## config.mk

```make
export PLATFORM = sky130hd
export DESIGN_NAME = multi_cnt
export DESIGN_NICKNAME = d
export VERILOG_FILES = /design/src/rtl/multi_cnt.sv
export SDC_FILE = /design/constraint.sdc
export NUM_CORES = 1
export LEC_CHECK = 0
export ABC_AREA = 0
export CAP_MARGIN = 20
export CORE_MARGIN = 1
export CORE_UTILIZATION = 43
export DETAILED_ROUTE_END_ITERATION = 16
export MAX_ROUTING_LAYER = met4
export PLACE_DENSITY = 0.83
export SETUP_SLACK_MARGIN = 0.15
export SYNTH_ARGS = -nofsm -noshare
export SYNTH_HDL_FRONTEND = slang
export SYNTH_SLANG_ARGS = --single-unit
```

## constraint.sdc

```tcl
create_clock -name clk -period 2.5 [get_ports clk]
set_clock_uncertainty 0.15 [all_clocks]
set_input_delay 0.75 -clock clk [delete_from_list [all_inputs] [get_ports clk]]
set_output_delay 0.75 -clock clk [all_outputs]
set_load 0.01 [all_outputs]
```

## src/rtl/multi_cnt.sv

```systemverilog
// Multi-channel up/down counter with per-channel load, wrap/saturate
// boundary handling, optional carry cascade between adjacent channels,
// registered terminal-count pulses and a snapshot register for all channels.
module multi_cnt #(
    parameter int WIDTH    = 8,
    parameter int CHANNELS = 2,
    parameter int CASCADE  = 0
) (
    input  logic                         clk,
    input  logic                         rst,
    input  logic [CHANNELS-1:0]          en,
    input  logic [CHANNELS-1:0]          dir,
    input  logic [CHANNELS-1:0]          load,
    input  logic [CHANNELS*WIDTH-1:0]    load_value,
    input  logic                         sat_mode,
    input  logic                         snap,
    output logic [CHANNELS*WIDTH-1:0]    cnt_value,
    output logic [CHANNELS-1:0]          tc,
    output logic [CHANNELS*WIDTH-1:0]    snap_value,
    output logic                         snap_valid
);

    localparam logic [WIDTH-1:0] MAX_VAL = '1;
    localparam logic [WIDTH-1:0] ONE     = {{(WIDTH-1){1'b0}}, 1'b1};

    logic [CHANNELS-1:0] step;
    logic [CHANNELS-1:0] carry;
    logic [CHANNELS-1:0] at_bound;
    logic                carry_in;

    // Step requests and same-cycle carry chain; in cascade mode a channel
    // only steps when its lower neighbour produces a carry/borrow.
    always_comb begin
        step     = '0;
        carry    = '0;
        at_bound = '0;
        carry_in = 1'b0;
        for (int k = 0; k < CHANNELS; k++) begin
            at_bound[k] = dir[k] ? (cnt_value[k*WIDTH +: WIDTH] == MAX_VAL)
                                 : (cnt_value[k*WIDTH +: WIDTH] == '0);
            if (CASCADE == 0 || k == 0) begin
                step[k] = en[k];
            end else begin
                step[k] = en[k] & carry_in;
            end
            // Carry still fires while pinned in saturate mode so the next
            // channel keeps advancing.
            carry[k] = step[k] & ~load[k] & at_bound[k];
            carry_in = carry[k];
        end
    end

    // Counter update per channel: load beats step beats hold.
    always_ff @(posedge clk) begin
        if (rst) begin
            cnt_value <= '0;
            tc        <= '0;
        end else begin
            for (int k = 0; k < CHANNELS; k++) begin
                if (load[k]) begin
                    cnt_value[k*WIDTH +: WIDTH] <= load_value[k*WIDTH +: WIDTH];
                end else if (step[k] && !(at_bound[k] && sat_mode)) begin
                    if (dir[k]) begin
                        cnt_value[k*WIDTH +: WIDTH] <= cnt_value[k*WIDTH +: WIDTH] + ONE;
                    end else begin
                        cnt_value[k*WIDTH +: WIDTH] <= cnt_value[k*WIDTH +: WIDTH] - ONE;
                    end
                end
            end
            tc <= carry;
        end
    end

    // Snapshot captures the pre-edge count; valid pulses once per request.
    always_ff @(posedge clk) begin
        if (rst) begin
            snap_value <= '0;
            snap_valid <= 1'b0;
        end else begin
            if (snap) begin
                snap_value <= cnt_value;
            end
            snap_valid <= snap;
        end
    end

endmodule

```

* Word level (Yosys, flattened, before mapping)
Cells that the tools add are included.
** Cells by class
- $add $sub $neg :: 4
- Multipliers :: 0
- Div/mod/pow operators :: 0
- Magnitude comparators :: 0
- Equal/unequal tests :: 2
- Shift-type cells :: 0
- Mux-type cells :: 8
- Bitwise gates (word level) :: 6
- Reductions and logical operators :: 10
** Operators by type and width (number)
- $mux W8 :: 6
- $add A8 B1 Y8 const B :: 2
- $eq A8 B8 Y1 const B :: 2
- $logic_not A8 Y1 :: 2
- $sub A8 B1 Y8 const B :: 2
- $and A1 B1 Y1 :: 4
- $logic_and A1 B1 Y1 :: 4
- $reduce_bool A2 Y1 :: 2
- $logic_not A1 Y1 :: 2
- $mux W1 :: 2
- $not A1 Y1 :: 2
** Storage, ports and cells
- Register bits :: 35
- Bits in latches :: 0
- Memory bits (writable) :: 0
- Bits in read-only memories :: 0
- Input port bits :: 26
- Output and inout bits :: 35
- Logic and storage cells :: 35
- Memories :: 0

* Depth between registers and ports, before layout
- Depth after elaboration :: 7
- Depth in mapped cells :: 8
- Gate-level depth less buffers :: 8

* Worst setup path before layout
Ideal clock, no wire load.
- Path type :: in2reg
- Start :: in dir[1]
- End :: reg cnt_value[15]
- Library setup time :: 91 ps
- Data arrival time :: 2348 ps
- Required time :: 2259 ps
- Path slack :: -88 ps
- Stages :: 7
- Path buffers :: 0
- Cells stage by stage :: inv_1 > ha_1 > or4_4 > o22ai_2 > xnor2_1 > or3_1 > a311oi_1
** Between the ends
- Cells in the longest elaborated chain, start to end :: 5
- Elaborated cells between the ends (all ways) :: 8
- Classes of those cells :: 4 x mux; 4 x reduce/logical
** Ends and longest elaborated chain
- from (decl) :: RTL line 12 : input logic [CHANNELS-1:0] dir,
- $mux W1 :: RTL line 39 : at_bound[k] = dir[k] ? (cnt_value[k*WIDTH +: WIDTH] == MAX_VAL)
- $logic_and A1 B1 Y1 :: RTL line 62 : end else if (step[k] && !(at_bound[k] && sat_mode)) begin
- $logic_not A1 Y1 :: RTL line 62
- $logic_and A1 B1 Y1 :: RTL line 62
- $reduce_bool A2 Y1 (no line)
- to (signal, indexed assignment) :: RTL line 61 : cnt_value[k*WIDTH +: WIDTH] <= load_value[k*WIDTH +: WIDTH];
- to (signal, indexed assignment) :: RTL line 64 : cnt_value[k*WIDTH +: WIDTH] <= cnt_value[k*WIDTH +: WIDTH] + ONE;
- to (signal, indexed assignment) :: RTL line 66 : cnt_value[k*WIDTH +: WIDTH] <= cnt_value[k*WIDTH +: WIDTH] - ONE;
- to (decl) :: RTL line 17 : output logic [CHANNELS*WIDTH-1:0] cnt_value,
Several ways; a longest one is shown, not always the timed one. The select of a mux whose other input is x is not followed.
A chain may end at the register's enable or synchronous reset.

* Worst setup path after layout
Ends and elaborated chain as after synthesis.

==> results_dict.tcl <==
set metrics [dict create \
    cts_root_buffer "clkbuf_8" \
    drtAntennaViolNets 0 \
    antenna_found_initial 0 \
    ctsHoldBuffers 0 \
    routed_wl_um 6923 \
    drcViolationCount 2 \
    grt_pass1_wl_um 9446 \
    violations "DRC, setup timing" \
    num_io_pins 61 \
    yosys.area.top_type_share_pct 33.35 \
    first_pass_iters 10 \
    arrival_ps 2590 \
    vdd_drop_max_uv 336.1 \
    synth_edf_count 0 \
    fmax_ghz 0.3952 \
    die_area_um2 5169 \
    cts.sinks 35 \
    drt-initial-drc-count 126 \
    yosysWarningCount 0 \
    n_fill_cell 301 \
    dpl-instance-area_um2 3027 \
    syn_nets 284 \
    syn_inst 244 \
    setup_tns_ps -30.43 \
    clock_latency_ps 310 \
    rsz0062_at_grt "true" \
    h-tree-depth 2 \
    tightest_slew_ps 749.7 \
    power.density_nw_per_um2 546.7 \
    worst-endpoint-required_ps 2560 \
    finalHoldViolCount 0 \
    dp_slack_ps -761.2 \
    regArea_um2 708.2 \
    grtUsageTotal_pct 23.93 \
    ys_async_sr_fraction_pct 0 \
    synth_top_area_cell "dfxtp_1" \
    fin_crit_sh_pct 101.2 \
    worst_setup_path_end_kind "flop" \
    min_from "snap_value[13]" \
    start_util_pct 44.48 \
    wl_per_cell_um 16.89 \
    overflow 0 \
    ys_seq_area_share_pct 33.35 \
    multi_input_area_um2 1592 \
    maxCapViolCount 0 \
    ys.flop_type "dfxtp_1" \
    io_buffers 60 \
    coreArea_um2 4723 \
    vias 2260 \
    rows 25 \
    design_area_um2 3531 \
    vias_per_cell 5.512 \
    cts_tree "built" \
    path_clk_slew_ps 70 \
    dp_cells 390 \
    min_path_type "reg2reg" \
    min_period_ps 2530 \
    area_growth_pct 68.08 \
    post-synth-top-count-cell "dfxtp_1" \
    p_leak_nw 1.434 \
    critPathLaunch "dir[1]" \
    die_w_um 71.90 \
    syn-cell-area_um2 2101 \
    regToRegStartpoint "cnt_value[3]" \
    numCtsBuffers 5 \
    clk_path_buf_depth 2 \
    crit_type "in2reg" \
    syn_avg_cell_area_um2 8.610 \
    final_nets 382 \
    status "complete, but fails checks" \
    yosys-top-cells-area "dfxtp_1, mux2i_1, ha_1, nor2_1, a21oi_1" \
    drv_slew 0 \
    dp.final_hpwl_um 3966 \
    fin_cells 410 \
    slew_headroom_pct 49.56 \
    place.gp.congestion 0.8687 \
    grt_max_degree 20 \
    netlist_top_cells_count "dfxtp_1, nor2_1, nand2_1" \
    finalSetupViolations 1 \
    synth_seq_cells 35 \
    crit_fanout 4 \
    synth.distinct_cells 46 \
    fin_ws_ps -30.43 \
    diodes 0 \
    startpoint_type "input port" \
    die_h_um 71.90 \
    drive_gt1_share_pct 29.45 \
    grt_pass1_vias 2058 \
    power_mw 1.930 \
]
[cell families (layout without fill, tap and decap cells)]
| group | Yosys count | count (layout) | share of synthesized area, % |
|---|---|---|---|
| AND/OR/NAND/NOR | 95 | 95 | 22.45 |
| AO/OA/AOI/OAI | 47 | 47 | 15.37 |
| flip-flops | 35 | 35 | 33.35 |
| buffers and inverters | 21 | 120 | 5.063 |
| multiplexers | 20 | 20 | 9.708 |
| adder cells (fa/ha/maj) | 14 | 14 | 9.053 |
| XOR/XNOR | 12 | 12 | 5.003 |
[registers in the layout (all words and copies together), names as in the netlist]
name and flops:
tc 2, snap_value 16, cnt_value 16, snap_valid 1
[repair_timing]
action,in CTS,in global routing
setup buffers,6,5
pin swaps,12,21
setup endpoints to repair,17,13
cloned,1,0
endpoints found under the hold margin,0,0
resized for setup,20,37
[through the flow]
step / hold slack (ps) / utilization [%]
floorplan: 381.5 / -
global placement: 322.4 / 64.08
detailed placement: 329.7 / 64.08
CTS: 349.3 / 69.46
global route: 378.6 / 74.76
finish: 345.2 / 74.76
[power breakdown]
group / switching [mW] / internal, mW
Clock: 0.227 / 0.399
Sequential: 0.0728 / 0.598
Combinational: 0.275 / 0.359
Total: 0.575 / 1.36
[worst max-delay path: stages]
cell and delay, ps:
buf_8 80, clkinvlp_4 110, buf_12 160, ha_4 160, or4_4 520, o22ai_4 160
xnor2_2 90, or3_1 320, a311oi_1 220
[layout make-up]
class | instances | area share [%]
clock buffer | 6 | 2.055
clock inverter | 2 | 1.701
inverter | 8 | 1.453
multi-input combinational | 188 | 45.07
sequential | 35 | 20.06
tap | 67 | 2.374
timing repair buffer | 104 | 27.29
[final timing paths]
check / endpoint / slack (ps) / cells past startpoint
worst max-delay path: cnt_value[15] / -30 / 9
worst min-delay path: snap_value[13] / 350 / 2
worst max register to register: cnt_value[3] / 30 / 6
worst min register to register: snap_value[13] / 350 / 2
[cell usage in the layout (no fill, tap or decap), drive strengths merged, types with 2 or more instances in the layout]
cell / synthesis / final
clkdlybuf4s50: 0 / 57
buf: 5 / 45
dfxtp: 35 / 35
nor2: 34 / 34
nand2: 20 / 20
mux2i: 17 / 17
a21oi: 16 / 16
ha: 12 / 12
xnor2: 8 / 8
nor3: 7 / 7
clkbuf: 8 / 6
o21ai: 6 / 6
nand4: 5 / 5
nand3: 5 / 5
inv: 7 / 5
nor2b: 5 / 5
xor2: 4 / 4
a211oi: 4 / 4
nor4: 3 / 3
a21o: 3 / 3
o21bai: 3 / 3
mux2: 3 / 3
o311ai: 3 / 3
or3: 3 / 3
bufinv: 1 / 3
nor4b: 3 / 3
clkinvlp: 0 / 2
o21a: 2 / 2
and4b: 2 / 2
a211o: 2 / 2
o211ai: 2 / 2
nand3b: 2 / 2
nor3b: 2 / 2
o41ai: 2 / 2
fa: 2 / 2
[layer usage]
| layer | up-vias | share of wire (%) | global-route usage, % |
|---|---|---|---|
| met3 | 18 | 5.0 | 4.444 |
| met1 | 1086 | 43 | 30.67 |
| met2 | 86 | 49 | 38.16 |
| met4 | 0 | 2.5 | 8.061 |
| met5 | - | 0 | - |
| li1 | 1070 | - | - |
Power figures use the tool's default switching activity.
